==> config.mk <==
export PLATFORM = sky130hd
export DESIGN_NAME = axis_rr_arbiter
export DESIGN_NICKNAME = d
export VERILOG_FILES = /design/src/rtl/axis_rr_arbiter.sv
export SDC_FILE = /design/constraint.sdc
export NUM_CORES = 1
export LEC_CHECK = 0
export ABC_AREA = 1
export BUFFER_PORTS_ARGS = -buffer_cell sky130_fd_sc_hd__buf_2
export CAP_MARGIN = 10
export CORE_MARGIN = 2
export CORE_UTILIZATION = 45
export DETAILED_ROUTE_END_ITERATION = 8
export PLACE_DENSITY_LB_ADDON = 0.15
export SYNTH_ARGS = -nofsm -noshare
export SYNTH_HDL_FRONTEND = slang
export SYNTH_SLANG_ARGS = --single-unit
==> constraint.sdc <==
create_clock -name aclk -period 1.8 [get_ports aclk]
set_input_delay 0.27 -clock aclk [delete_from_list [all_inputs] [get_ports aclk]]
set_output_delay 0.27 -clock aclk [all_outputs]
set_load 0.03 [all_outputs]
==> src/rtl/axis_rr_arbiter.sv <==
// axis_rr_arbiter: packet-granular round-robin arbiter that shares one
// AXI4-Stream output among S source streams. A source that wins arbitration
// owns the output until its tlast beat transfers; the next arbitration happens
// in the idle cycle that follows, searching cyclically from the last winner + 1.
module axis_rr_arbiter #(
  parameter int S  = 4,
  parameter int N  = 1,
  parameter int IW = $clog2(S)
) (
  input  logic               aclk,
  input  logic               areset,
  input  logic               enable,
  input  logic [S-1:0]       s_tvalid,
  output logic [S-1:0]       s_tready,
  input  logic [S*8*N-1:0]   s_tdata,
  input  logic [S-1:0]       s_tlast,
  output logic               m_tvalid,
  input  logic               m_tready,
  output logic [8*N-1:0]     m_tdata,
  output logic               m_tlast,
  output logic [IW-1:0]      m_tid,
  output logic [S-1:0]       grant,
  output logic [15:0]        beats
);

  localparam int DW = 8 * N;

  typedef enum logic [0:0] {
    IDLE = 1'b0,
    BUSY = 1'b1
  } state_t;

  state_t          state_q, state_d;
  logic [S-1:0]    grant_q, grant_d;
  logic [IW-1:0]   tid_q, tid_d;
  logic [IW-1:0]   last_q, last_d;
  logic [15:0]     beats_q, beats_d;

  logic            pick_found_s;
  logic [IW-1:0]   pick_s;
  logic            sel_valid_s;
  logic            sel_last_s;
  logic [DW-1:0]   sel_data_s;
  logic            xfer_s;

  // Source index reached by stepping 'offset' places past 'base', wrapping at S.
  function automatic logic [IW-1:0] wrap_idx(input logic [IW-1:0] base, input int offset);
    int sum;
    sum = (int'(base) + offset) % S;
    return IW'(sum);
  endfunction

  // Round-robin search: first requesting source after the last winner.
  always_comb begin
    pick_found_s = 1'b0;
    pick_s       = {IW{1'b0}};
    for (int k = 1; k <= S; k++) begin
      if (!pick_found_s && s_tvalid[wrap_idx(last_q, k)]) begin
        pick_found_s = 1'b1;
        pick_s       = wrap_idx(last_q, k);
      end else begin
        pick_found_s = pick_found_s;
      end
    end
  end

  // Select the granted source's tvalid/tdata/tlast.
  always_comb begin
    sel_valid_s = 1'b0;
    sel_last_s  = 1'b0;
    sel_data_s  = {DW{1'b0}};
    for (int i = 0; i < S; i++) begin
      if (tid_q == IW'(i)) begin
        sel_valid_s = s_tvalid[i];
        sel_last_s  = s_tlast[i];
        sel_data_s  = s_tdata[i*DW +: DW];
      end else begin
        sel_valid_s = sel_valid_s;
      end
    end
  end

  // Zero-latency datapath while a packet owns the output; quiet when idle.
  always_comb begin
    m_tvalid = 1'b0;
    m_tdata  = {DW{1'b0}};
    m_tlast  = 1'b0;
    s_tready = {S{1'b0}};
    if (state_q == BUSY) begin
      m_tvalid = sel_valid_s;
      m_tdata  = sel_data_s;
      m_tlast  = sel_last_s;
      s_tready = grant_q & {S{m_tready}};
    end else begin
      m_tvalid = 1'b0;
    end
  end

  assign xfer_s = (state_q == BUSY) && sel_valid_s && m_tready;

  // Next-state logic: grant between packets, count beats, release on tlast.
  always_comb begin
    state_d = state_q;
    grant_d = grant_q;
    tid_d   = tid_q;
    last_d  = last_q;
    beats_d = beats_q;
    case (state_q)
      IDLE: begin
        if (enable && pick_found_s) begin
          state_d = BUSY;
          grant_d = {{(S-1){1'b0}}, 1'b1} << pick_s;
          tid_d   = pick_s;
          last_d  = pick_s;
          beats_d = 16'd0;
        end else begin
          state_d = IDLE;
        end
      end
      BUSY: begin
        if (xfer_s) begin
          if (beats_q != 16'hFFFF) begin
            beats_d = beats_q + 16'd1;
          end else begin
            beats_d = beats_q;
          end
          if (sel_last_s) begin
            state_d = IDLE;
            grant_d = {S{1'b0}};
          end else begin
            state_d = BUSY;
          end
        end else begin
          state_d = BUSY;
        end
      end
      default: begin
        state_d = IDLE;
        grant_d = {S{1'b0}};
      end
    endcase
  end

  // State registers; reset points the pointer at S-1 so source 0 wins first.
  always_ff @(posedge aclk or posedge areset) begin
    if (areset) begin
      state_q <= IDLE;
      grant_q <= {S{1'b0}};
      tid_q   <= {IW{1'b0}};
      last_q  <= IW'(S - 1);
      beats_q <= 16'd0;
    end else begin
      state_q <= state_d;
      grant_q <= grant_d;
      tid_q   <= tid_d;
      last_q  <= last_d;
      beats_q <= beats_d;
    end
  end

  assign grant = grant_q;
  assign m_tid = tid_q;
  assign beats = beats_q;

endmodule

# Yosys cells after proc, flatten, opt, wreduce, memory -nomap -nowiden
# Index checks and enable logic that the tools add are counted.
dict set report totals {
  register_bits 25
  input_bits 44
  out_inout_bits 36
  elab_cells 82
}
dict set report classes {
  n_reduce_logical 13
  bitwise 2
  n_eq_ne 8
  add_sub_neg 5
  shift 1
  order_cmp 4
  n_mux 44
}
# op n
set op_table {}
lappend op_table {{16-bit 2-to-1 mux} 3}
lappend op_table {{8-bit 2-to-1 mux} 5}
lappend op_table {{16-bit one-hot mux with 2 select lines} 1}
lappend op_table {{1-bit 2-to-1 mux} 21}
lappend op_table {{16-bit by 1-bit adder with 16-bit output, second input constant} 1}
lappend op_table {{4-bit 2-to-1 mux} 4}
lappend op_table {{16-bit inequality test, second input constant} 1}
lappend op_table {{2-bit by 3-bit < comparator with 1-bit output, second input constant} 4}
lappend op_table {{1-bit binary-select mux with 2-bit select} 4}
lappend op_table {{2-bit 2-to-1 mux} 4}
lappend op_table {{4-bit one-hot mux with 2 select lines} 1}
lappend op_table {{1-bit logical AND} 6}
lappend op_table {{2-bit by 1-bit inequality test with 1-bit output, second input constant} 3}
lappend op_table {{3-bit AND reduction} 2}
lappend op_table {{2-bit by 1-bit adder with 2-bit output, second input constant} 2}
lappend op_table {{2-bit adder, second input constant} 2}
lappend op_table {{4-bit AND} 1}
lappend op_table {{2-bit equality test, second input constant} 2}
lappend op_table {{1-bit by 2-bit << shifter with 4-bit output, first input constant} 1}
lappend op_table {{1-bit zero test} 3}
lappend op_table {{2-bit by 1-bit equality test with 1-bit output, second input constant} 1}
lappend op_table {{2-bit zero test} 1}
lappend op_table {{2-bit inequality test, second input constant} 1}
lappend op_table {{1-bit one-hot mux with 2 select lines} 1}
lappend op_table {{other kinds (2)} 2}

# Logic depth before layout (Yosys ltp)
dict set report logic_depth {
  word_depth 16
  ltp_mapped 13
  ltp_nobuf 12
}

# Worst setup path after synthesis
# No wires, ideal clock.
dict set report synth_path {
  kind {register to output}
  from {register tid_q[1], in the netlist m_tid[1]}
  to {output m_tdata[0]}
  stages_incl_launch_ff 7
  path_slack_ns -0.167
  t_required_ns 1.530
  n_path_buf 1
  arrival_time_ns 1.697
  cell_sequence {dfrtp_1 > inv_1 > clkbuf_1 > o21ai_0 > o21ai_0 > o21ai_0 > a21oi_1}
}
dict set report synth_via {
  elab_chain_cells 6
  elab_cells_between_ends 9
  classes_between {eq/ne (3); mux (5); reduce/logical (1)}
}
# item line
set synth_rtl {}
lappend synth_rtl {{start: declaration} 35} ;# logic [IW-1:0] tid_q, tid_d;
lappend synth_rtl {{start signal: assignment} 149} ;# tid_q <= {IW{1'b0}};
lappend synth_rtl {{start signal: assignment} 155} ;# tid_q <= tid_d;
lappend synth_rtl {{2-bit zero test} 73} ;# if (tid_q == IW'(i)) begin
lappend synth_rtl {{8-bit 2-to-1 mux (3 in a row)} 73}
lappend synth_rtl {{8-bit 2-to-1 mux (*)} 73}
lappend synth_rtl {{8-bit 2-to-1 mux (*)} 89} ;# if (state_q == BUSY) begin
lappend synth_rtl {{end: declaration} 19} ;# output logic [8*N-1:0] m_tdata,
# Every way passes the cells marked *; elsewhere a longest branch is shown, timed or not.

# Final worst setup path
dict set report layout_path {
  from {register last_q[0]}
  to {register tid_q[1], in the netlist m_tid[1]}
}
dict set report layout_via {
  elab_chain_cells 15
  elab_cells_between_ends 28
  classes_between {add/sub (4); mux (16); reduce/logical (8)}
}
# item line
set layout_rtl {}
lappend layout_rtl {{start: declaration} 36} ;# logic [IW-1:0] last_q, last_d;
lappend layout_rtl {{start signal: assignment} 150} ;# last_q <= IW'(S - 1);
lappend layout_rtl {{start signal: assignment} 156} ;# last_q <= last_d;
lappend layout_rtl {{2-bit by 1-bit adder with 2-bit output} 49} ;# sum = (int'(base) + offset) % S;
lappend layout_rtl {{1-bit binary-select mux with 2-bit select} 58} ;# if (!pick_found_s && s_tvalid[wrap_idx(last_q, k)]) begin
lappend layout_rtl {{1-bit 2-to-1 mux (implied by the code)} 58}
lappend layout_rtl {{1-bit 2-to-1 mux} 58}
lappend layout_rtl {{1-bit zero test} 58}
lappend layout_rtl {{1-bit logical AND} 58}
lappend layout_rtl {{1-bit 2-to-1 mux} 58}
lappend layout_rtl {{1-bit zero test} 58}
lappend layout_rtl {{1-bit logical AND} 58}
lappend layout_rtl {{1-bit 2-to-1 mux} 58}
lappend layout_rtl {{1-bit zero test} 58}
lappend layout_rtl {{1-bit logical AND} 58}
lappend layout_rtl {{1-bit 2-to-1 mux} 58}
lappend layout_rtl {{1-bit logical AND} 110} ;# if (enable && pick_found_s) begin
lappend layout_rtl {{2-bit AND reduction (no source line)} --}
# Several ways; a longest one is shown, not always the timed one. The select of a mux whose other input is x is not followed.
# A chain may end at the register's enable or synchronous reset.

==> flow_summary.toml <==
[outcome]
status = "finished with violations"
violations = "negative setup slack"

[critical_path]
critPathRequiredTime_ns = 1.95
rrSetupSlack_ns = -0.06
ff2ff_path_depth = 12
reg2reg_from = "last_q[0]$_DFFE_PP1P_"
critical_path_class = "register to register"
r2r-end = "m_tid[1]$_DFFE_PP0P_"
crit_path_end_kind = "register"
cp_max_fo = 7
arrival_ns = 2.01
startpoint_type = "register"

[route]
routed_wl_mm = 6.59
drt.antenna.violating_nets = 0
first_iter_violations = 197
vias = 2578
first_pass_iters = 4
wl_per_cell_um = 13.1
vias_per_cell = 5.14
drc = 0

[sta]
setup_ws_ns = -0.0648
fin_worst_skew_ns = 0.00558
slew_violations = 0
finalCritPeriodShare_pct = 104
setup_viol_count_final = 23
rsz0062_at_grt = "yes"
fmax_mhz = 536
finalHoldViolCount = 0
min_period_ns = 1.86
tightest_slew_ns = 0.389
relSlewSlack_pct = 74.0

[synthesis]
ys_ff_latch = 25
synth_nets = 381
synth_area_leaders = "dfrtp_1, nand2_1, nand3_1"
ys_seq_area_share_pct = 29.5
synth_top_cell_area_share_pct = 27.1
synth_most_common_cell = "nand2_1"
ys_warn_count = 0
yosysUniqueCellTypes = 28
synth_edf_count = 0
syn_avg_cell_area_um2 = 6.33
synthFlopType = "dfrtp_1"
synthCells = 336
synth_largest_area_cell = "dfrtp_1"
async_flop_share_pct = 100
synth_commonest_cells = "nand2_1, nor2_1, nand3_1, inv_1, o21ai_0"
syn_area_mm2 = 0.00213

[clock_tree]
cts.sinks = 25
clock_latency_ns = 0.27
clk_path_buf_depth = 2
clkSlewWorstSetupHoldPaths_ns = 0.09
cts_root_buf = "clkbuf_8"
h-tree-depth = 1
cts_tree = "done"
numCtsBuffers = 3
hold_buffers = 0

[min_path]
min_path_type = "primary input to asynchronous set/reset pin"

[pwr]
cellLeakagePower_uw = 0.00174
power.density_mw_per_mm2 = 1610
ir_drop_mv = 1.09

[final_layout]
fillers = 373
nets = 494
fin_area_mm2 = 0.00334
syn_to_final_growth_pct = 56.9
drive_gt1_share_pct = 45.5
antenna_cells = 0
instances_no_fill = 502

[placement]
dpl.hpwl_mm = 4.30
portBuffers = 79
post_dp_cell_area_mm2 = 0.00270
dp_cells = 474
place.gp.congestion = 0.881
pre_cts_ws_ns = 0.0162

[global_routing]
grt_usage_pct = 21.8
grt_pass1_wl_mm = 9.48
grt_max_degree = 26
antenna_found_initial = 0
first_global_vias = 2230
gr-total-overflow = 0

[floorplan]
die_w_um = 72.8
rows = 25
dieArea_mm2 = 0.00529
initial_core_util_pct = 45.9
io_pins = 80
core_area_mm2 = 0.00463
die_h_um = 72.8

[run]
drv_cap = 0
logic make-up after synthesis:
kind of cell / after synthesis / share of synthesized area, %
buffers and inverters: 43 / 9.41
adder cells (fa/ha/maj): 1 / 0.588
XOR/XNOR: 14 / 5.76
flip-flops: 25 / 29.5
AND/OR/NAND/NOR: 212 / 44.8
AO/OA/AOI/OAI: 41 / 9.94
report_power, final:
group	internal, uW	switching (uW)
clock network	159	186
registers	713	230
logic	1680	2420
total	2550	2840
layout make-up:
class / count / area (um2) / share of cell area (%)
multi-input cells: 268 / 1610 / 48.3
clock buffers: 4 / 45.0 / 1.35
flip-flops and latches: 25 / 633 / 19.0
repair buffers: 118 / 841 / 25.2
inverters: 33 / 139 / 4.16
well taps: 54 / 67.6 / 2.02
metrics by stage:
stage | setup TNS [ns] | util, % | hold slack (ns) | power, uW
floorplan | 0 | - | 0.296 | 3020
global placement | 0 | 58.4 | 0.336 | 3740
detailed placement | 0 | 58.4 | 0.340 | 3770
CTS | -0.239 | 61.1 | 0.0390 | 4350
global route | -3.08 | 72.1 | 0.0597 | 5770
finish | -0.638 | 72.1 | 0.0318 | 5390
routing by layer:
layer	vias to the layer above	global-route usage, %	wire length [um]
met2	67	37.1	3370
li1	1296	-	-
met3	4	3.73	280
met1	1211	29.5	2900
met4	0	4.12	38
met5	-	0	0
timing repair:
| item | 4_1_cts | 5_1_grt |
|---|---|---|
| gates cloned | 0 | 2 |
| setup endpoints to repair | 11 | 34 |
| pin swaps | 0 | 28 |
| gates resized for setup | 22 | 108 |
| setup buffers | 4 | 18 |
critical path: stages (launching register included):
cell and delay, ns:
dfstp_2 0.60, clkinv_4 0.08, buf_12 0.15, nand2_4 0.07, nand2_2 0.05, nand2_2 0.08, nand2_2 0.06, nor2_4 0.13
nand3_4 0.12, nand2_8 0.13, inv_2 0.08, nand2_1 0.09, o21ai_0 0.09
registers in the layout, summed over array words and instances (netlist names):
name and count:
grant 4, m_tid 2, last_q 2, beats 16, state_q 1
layout by cell type, fill, tap and decap left out, types with 6 or more instances in the layout:
| master | instances |
|---|---|
| nor2_1 | 37 |
| o21ai_1 | 21 |
| a21oi_2 | 7 |
| nand2_4 | 14 |
| nand2_1 | 92 |
| nand3_1 | 21 |
| buf_2 | 69 |
| nand3_2 | 13 |
| o21ai_0 | 6 |
| dfrtp_1 | 19 |
| buf_6 | 14 |
| xor2_1 | 11 |
| nand2_2 | 13 |
| buf_4 | 28 |
| inv_1 | 24 |
worst max path at each step:
stage                                      from              endpoint
after global placement     beats[1]$_DFFE_PP0P_  beats[0]$_DFFE_PP0P_
after floorplan            beats[0]$_DFFE_PP0P_  beats[0]$_DFFE_PP0P_
after global routing      last_q[0]$_DFFE_PP1P_  m_tid[1]$_DFFE_PP0P_
after CTS                  m_tid[0]$_DFFE_PP0P_            m_tdata[5]
after detailed placement   beats[1]$_DFFE_PP0P_  beats[0]$_DFFE_PP0P_
final                     last_q[0]$_DFFE_PP1P_  m_tid[1]$_DFFE_PP0P_
(Power assumes the default switching activity.)
